[src/rtl/frame_fifo_fill_ctrl.sv]
`default_nettype none
// ============================================================================
// Module   : frame_fifo_fill_ctrl
// Purpose  : Walks a DDR framebuffer in read bursts and feeds frame_fifo.
// Revision : 1.0  initial release
// ============================================================================
module frame_fifo_fill_ctrl #(
    parameter int                ADDR_W          = 28,
    parameter logic [ADDR_W-1:0] FB0_BASE        = 'h000_0000,
    parameter logic [ADDR_W-1:0] FB1_BASE        = 'h001_0000,
    parameter int                FRAME_WORDS     = 38400,
    parameter int                BURST_LEN       = 32,
    parameter int                FIFO_RST_CYCLES = 8
) (
    input  logic              clk,
    input  logic              rst_n,
    input  logic              frame_start,
    input  logic              buf_sel,
    output logic              rd_req,
    output logic [ADDR_W-1:0] rd_addr,
    output logic [7:0]        rd_len,
    input  logic              rd_ack,
    input  logic              rd_dvalid,
    input  logic              rd_dlast,
    input  logic [127:0]      rd_data,
    output logic              fifo_wr_en,
    output logic [127:0]      fifo_wr_data,
    output logic              fifo_rst,
    input  logic              fifo_almost_full,
    input  logic              fifo_full,
    output logic              busy,
    output logic              frame_done,
    output logic              overflow_err
);

    localparam int                 c_CNT_W    = $clog2(FIFO_RST_CYCLES + 1);
    localparam logic [19:0]        c_FRAME    = 20'(FRAME_WORDS);
    localparam logic [19:0]        c_BURST    = 20'(BURST_LEN);
    localparam logic [7:0]         c_LEN_MAX  = 8'(BURST_LEN - 1);
    localparam logic [c_CNT_W-1:0] c_RST_LOAD = c_CNT_W'(FIFO_RST_CYCLES - 1);

    typedef enum logic [2:0] {
        S_IDLE  = 3'd0,
        S_FRST  = 3'd1,
        S_WAIT  = 3'd2,
        S_REQ   = 3'd3,
        S_DATA  = 3'd4,
        S_FLUSH = 3'd5
    } state_t;

    state_t             r_state;
    logic [ADDR_W-1:0]  r_addr;
    logic [19:0]        r_remain;
    logic [c_CNT_W-1:0] r_rst_cnt;
    logic               r_restart;
    logic               r_pend_sel;

    logic [ADDR_W-1:0]  w_base_now;
    logic               w_pend_sel;
    logic [ADDR_W-1:0]  w_base_pend;
    logic [7:0]         w_len;
    logic [8:0]         w_step;
    logic               w_write;
    logic               w_last_beat;

    assign w_base_now  = buf_sel ? FB1_BASE : FB0_BASE;
    // A restart seen on the same cycle as rd_dlast still uses the fresh buf_sel.
    assign w_pend_sel  = frame_start ? buf_sel : r_pend_sel;
    assign w_base_pend = w_pend_sel ? FB1_BASE : FB0_BASE;
    assign w_len       = (r_remain < c_BURST) ? (r_remain[7:0] - 8'd1) : c_LEN_MAX;
    assign w_step      = {1'b0, rd_len} + 9'd1;
    // Once a restart is pending, the rest of the current burst is thrown away.
    assign w_write     = rd_dvalid && (r_state == S_DATA) && !r_restart;
    assign w_last_beat = rd_dvalid && rd_dlast;

    always_ff @(posedge clk or negedge rst_n) begin
        if (!rst_n) begin
            r_state      <= S_IDLE;
            r_addr       <= '0;
            r_remain     <= '0;
            r_rst_cnt    <= '0;
            r_restart    <= 1'b0;
            r_pend_sel   <= 1'b0;
            rd_req       <= 1'b0;
            rd_addr      <= '0;
            rd_len       <= '0;
            fifo_wr_en   <= 1'b0;
            fifo_wr_data <= '0;
            fifo_rst     <= 1'b0;
            busy         <= 1'b0;
            frame_done   <= 1'b0;
            overflow_err <= 1'b0;
        end else begin
            fifo_wr_en <= w_write;
            frame_done <= 1'b0;
            if (w_write) begin
                fifo_wr_data <= rd_data;
            end
            if (w_write && fifo_full) begin
                overflow_err <= 1'b1;
            end

            case (r_state)
                S_IDLE: begin
                    if (frame_start) begin
                        r_addr    <= w_base_now;
                        r_remain  <= c_FRAME;
                        r_rst_cnt <= c_RST_LOAD;
                        fifo_rst  <= 1'b1;
                        busy      <= 1'b1;
                        r_state   <= S_FRST;
                    end
                end
                S_FRST: begin
                    if (frame_start) begin
                        r_addr    <= w_base_now;
                        r_remain  <= c_FRAME;
                        r_rst_cnt <= c_RST_LOAD;
                    end else if (r_rst_cnt == '0) begin
                        fifo_rst <= 1'b0;
                        r_state  <= S_WAIT;
                    end else begin
                        r_rst_cnt <= r_rst_cnt - 1'b1;
                    end
                end
                S_WAIT: begin
                    if (frame_start) begin
                        r_addr    <= w_base_now;
                        r_remain  <= c_FRAME;
                        r_rst_cnt <= c_RST_LOAD;
                        fifo_rst  <= 1'b1;
                        r_state   <= S_FRST;
                    end else if (!fifo_almost_full) begin
                        rd_req  <= 1'b1;
                        rd_addr <= r_addr;
                        rd_len  <= w_len;
                        r_state <= S_REQ;
                    end
                end
                S_REQ: begin
                    if (frame_start) begin
                        r_restart  <= 1'b1;
                        r_pend_sel <= buf_sel;
                    end
                    if (rd_ack) begin
                        rd_req   <= 1'b0;
                        r_addr   <= r_addr + ADDR_W'(w_step);
                        r_remain <= r_remain - 20'(w_step);
                        r_state  <= (r_restart || frame_start) ? S_FLUSH : S_DATA;
                    end
                end
                S_DATA, S_FLUSH: begin
                    if (frame_start) begin
                        r_restart  <= 1'b1;
                        r_pend_sel <= buf_sel;
                    end
                    if (w_last_beat) begin
                        if (r_restart || frame_start) begin
                            r_addr    <= w_base_pend;
                            r_remain  <= c_FRAME;
                            r_rst_cnt <= c_RST_LOAD;
                            r_restart <= 1'b0;
                            fifo_rst  <= 1'b1;
                            r_state   <= S_FRST;
                        end else if (r_remain == 20'd0) begin
                            frame_done <= 1'b1;
                            busy       <= 1'b0;
                            r_state    <= S_IDLE;
                        end else begin
                            r_state <= S_WAIT;
                        end
                    end
                end
                default: begin
                    r_state <= S_IDLE;
                end
            endcase
        end
    end

endmodule
`default_nettype wire

[config.mk]
export PLATFORM = sky130hd
export DESIGN_NAME = frame_fifo_fill_ctrl
export DESIGN_NICKNAME = d
export VERILOG_FILES = /design/src/rtl/frame_fifo_fill_ctrl.sv
export SDC_FILE = /design/constraint.sdc
export NUM_CORES = 1
export LEC_CHECK = 0
export CAP_MARGIN = 10
export CELL_PAD_IN_SITES_DETAIL_PLACEMENT = 2
export CELL_PAD_IN_SITES_GLOBAL_PLACEMENT = 2
export CORE_MARGIN = 2
export CORE_UTILIZATION = 35
export CTS_BUF_LIST = sky130_fd_sc_hd__clkbuf_8
export DETAILED_ROUTE_END_ITERATION = 8
export DONT_BUFFER_PORTS = 1
export PLACE_DENSITY = 0.76
export SLEW_MARGIN = 15
export SYNTH_ARGS = -nofsm -noshare
export SYNTH_HDL_FRONTEND = slang
export SYNTH_SLANG_ARGS = --single-unit
[constraint.sdc]
create_clock -name clk -period 3.3 [get_ports clk]
set_input_delay 0.66 -clock clk [delete_from_list [all_inputs] [get_ports clk]]
set_output_delay 0.66 -clock clk [all_outputs]
set_load 0.02 [all_outputs]
==> impl_metrics.py <==
metrics = {
    "critical_path": {
        "timing.critical_path.mode_cell": "ha_1",
        "worst_path_max_delay_cell": "ha_1",
        "setup.worst_path.end_class": "register",
        "critPathLaunchType": "register",
        "slowest_delay_ns": 0.39,
        "cp_data_required_time_ns": 3.72,
        "cp_cell_sequence": "ha_1 > nand3_1 > nor2_2 > xor2_2 > ha_1 > and3_1 > nand4_1 > and2_1 > or3_1 > o311ai_0",
        "critPathMaxFanout": 11,
        "reg2reg_slack_ns": 0.27,
        "setup.worst_path.start": "rd_len[1]$_DFFE_PN0P_",
        "path_delay_family": "simple AND/OR/NAND/NOR gates",
        "critPathKind": "register to register",
        "critPathArrivalTime_ns": 3.45,
        "crit_buf_inv": 0,
        "worstReg2RegStart": "rd_len[1]$_DFFE_PN0P_",
    },
    "detailed_routing": {
        "vias": 7180,
        "drt-pass1-iter-count": 4,
        "drt-wirelength-per-cell_um": 23.3,
        "via_per_inst": 5.34,
        "wirelength_um": 31300,
        "ant_nets": 0,
        "drtIter0Drc": 347,
        "route.detailed.drc": 0,
    },
    "pwr": {
        "total_power_mw": 10.9,
        "p_per_area_nw_per_um2": 946,
        "p_sw_mw": 4.59,
        "power.clock.fraction": 0.228,
        "p_seq_frac": 0.505,
        "sw_frac_of_total": 0.419,
        "cellLeakagePower_nw": 5.44,
        "power.internal_mw": 6.35,
        "vdd_drop_max_mv": 0.267,
        "combPwrFrac": 0.267,
    },
    "final_layout": {
        "nets": 1090,
        "drive_above_1_share": 0.234,
        "fillCellCount": 2998,
        "final_cell_area_um2": 11600,
        "syn_to_final_growth_pct": 13.2,
    },
    "sta": {
        "finalHoldViolCount": 227,
        "fin_crit_sh": 0.917,
        "tns_ns": 0,
        "holdWs_ns": -0.164,
        "setup-violations-final": 0,
        "maxSlewViolCount": 0,
        "max_freq_mhz": 330,
        "finalCriticalPeriod_ns": 3.03,
        "tightestPinTransition_ns": 0.704,
        "max-slew-margin-rel": 0.527,
        "clock_skew_ns": 0.0184,
        "rsz0062_at_grt": "false",
    },
    "hold_path": {
        "hold_class": "primary input to async pin",
    },
    "grt": {
        "overflow": 0,
        "grt_pass1_vias": 7954,
        "track_usage": 0.201,
        "antenna_found_initial": 9,
        "grt_max_degree": 228,
        "grt_pass1_wl_um": 48100,
    },
    "synthesis": {
        "synthArstFlopShare": 1.00,
        "synthFlopType": "dfrtp_1",
        "syn_area_per_cell_um2": 11.3,
        "synth_cell_types": 58,
        "synth_top_area_share": 0.556,
        "netlist_instances": 900,
        "yosys.area.top_type": "dfrtp_1",
        "ys_seq_area_frac": 0.556,
        "synth_edf_count": 0,
        "netlist_area_um2": 10200,
        "ys_ff_latch": 227,
        "synth.area.top_cells": "dfrtp_1, mux2_2, nand2_1",
        "syn-num-nets": 1062,
        "synth_warnings": 0,
    },
    "outcome": {
        "outcome": "finished, violations left",
        "violations": "hold timing",
    },
    "placed_design": {
        "dpl.hpwl_um": 22800,
        "placed_area_um2": 10800,
        "gp_congestion": 0.812,
        "io_buffer_count": 0,
    },
    "run": {
        "max_cap_violations": 0,
    },
    "floorplanning": {
        "core_area_um2": 28700,
        "die_h_um": 175,
        "die_area_um2": 30600,
        "ioPinCount": 307,
        "die_w_um": 175,
        "num_rows": 62,
        "initial_utilization": 0.356,
    },
    "clocking": {
        "clk_pin_slew_ns": 0.07,
        "cts_max_level": 2,
        "cts_sinks": 227,
        "clk_latency_ns": 0.54,
        "cts_buffers": 40,
        "cts-root-buf": "clkbuf_8",
        "clk_path_buf_depth": 3,
        "postCtsSetupBuffers": 0,
        "cts_tree": "built",
    },
}
## worst register-to-register path, stage by stage (launching register included)
cell      delay [ns]
dfrtp_1         0.37
ha_1            0.19
nand3_1         0.14
nor2_2          0.21
xor2_2          0.12
ha_1            0.39
and3_1          0.22
nand4_1         0.24
and2_1          0.35
or3_1           0.37
o311ai_0        0.30
## cell type report
| cell class | instances | area (um^2) | area share |
|---|---|---|---|
| multi-input combinational | 610 | 4310 | 0.373 |
| tap | 384 | 480 | 0.0415 |
| antenna | 10 | 25.0 | 0.00216 |
| timing repair buffer | 26 | 233 | 0.0201 |
| clock inverter | 17 | 86.3 | 0.00746 |
| sequential | 227 | 5680 | 0.491 |
| inverter | 23 | 86.3 | 0.00746 |
| clock buffer | 48 | 661 | 0.0571 |
## synth_stat cells, types with 15 or more instances
cell type  count
buf_2         16
o21ai_0       27
nor2_1        50
xor2_1        19
clkbuf_1      22
a21oi_1       31
ha_1          23
nand3_1       22
mux2_2       128
dfrtp_1      227
xnor2_1       17
nand2_1      142
nor3_1        15
inv_1         23
## per-layer routing
layer	GRT usage	vias up	part of all wire
li1	-	3228	-
met1	0.230	3678	0.38
met2	0.351	226	0.52
met3	0.0670	48	0.078
met4	0.0698	0	0.024
met5	0	-	0
## layout by cell type, fill, tap and decap left out, drive strengths merged, types with 5 or more instances in the layout
master,synthesis,layout
dfrtp,227,227
nand2,142,142
mux2,128,128
nor2,50,50
clkbuf,22,48
inv,23,34
a21oi,31,31
o21ai,28,28
buf,18,26
ha,23,23
nand3,22,22
xor2,19,19
xnor2,17,17
nor3,16,16
or3,12,12
o31ai,11,11
diode,0,10
nand4,8,8
a31oi,8,8
o21a,6,6
and3,6,6
nor4,6,6
a211oi,6,6
or4,5,5
nand2b,5,5
nor2b,5,5
clkinv,0,5
## flip-flops by register name, summed over array words and instances (netlist names)
signal,cells
busy,1
rd_addr,28
fifo_rst,1
fifo_wr_en,1
r_state,3
rd_req,1
frame_done,1
fifo_wr_data,128
r_pend_sel,1
r_addr,28
r_rst_cnt,4
r_restart,1
r_remain,20
rd_len,8
overflow_err,1
## metrics by stage
step | std cells | setup slack [ns] | util
floorplan | 900 | 0.297 | -
global placement | 1270 | 0.346 | 0.376
detailed placement | 1270 | 0.199 | 0.376
CTS | 1335 | 0.172 | 0.402
global route | 1344 | 0.0129 | 0.403
finish | 1345 | 0.274 | 0.403
## power by group through the flow
stage	Combinational (mW)	Clock (mW)	Sequential (mW)
4_1_cts	2.95	2.59	5.54
3_3_place_gp	2.78	0	5.51
3_5_place_dp	2.93	0	5.59
2_1_floorplan	2.14	0	5.22
5_1_grt	3.28	2.72	5.66
6_report	2.92	2.49	5.53
## worst paths after layout
kind | endpoint | depth (start not counted)
min in group clk | r_pend_sel$_DFFE_PN0P_ | 1
max | r_addr[15]$_DFFE_PN0P_ | 10
max reg2reg | r_addr[15]$_DFFE_PN0P_ | 10
min reg2reg | rd_len[0]$_DFFE_PN0P_ | 1
max in group asynchronous | fifo_wr_data[57]$_DFFE_PN0P_ | 0
min | r_rst_cnt[1]$_DFFE_PN0P_ | 0
## cell families (layout without fill, tap and decap cells)
kind of cell	after synthesis	count (layout)	synth area share
AND/OR/NAND/NOR	294	294	0.133
AO/OA/AOI/OAI	126	126	0.0807
flip-flops	227	227	0.556
multiplexers	129	129	0.142
other	0	10	0
buffers and inverters	63	114	0.0251
adder cells (fa/ha/maj)	25	25	0.0321
XOR/XNOR	36	36	0.0309
## timing repair
action / in CTS / in global routing
gates resized for setup: 0 / 3
endpoints found under the hold margin: 227 / 227
setup endpoints to repair: 0 / 2
Power figures use the tool's default switching activity.
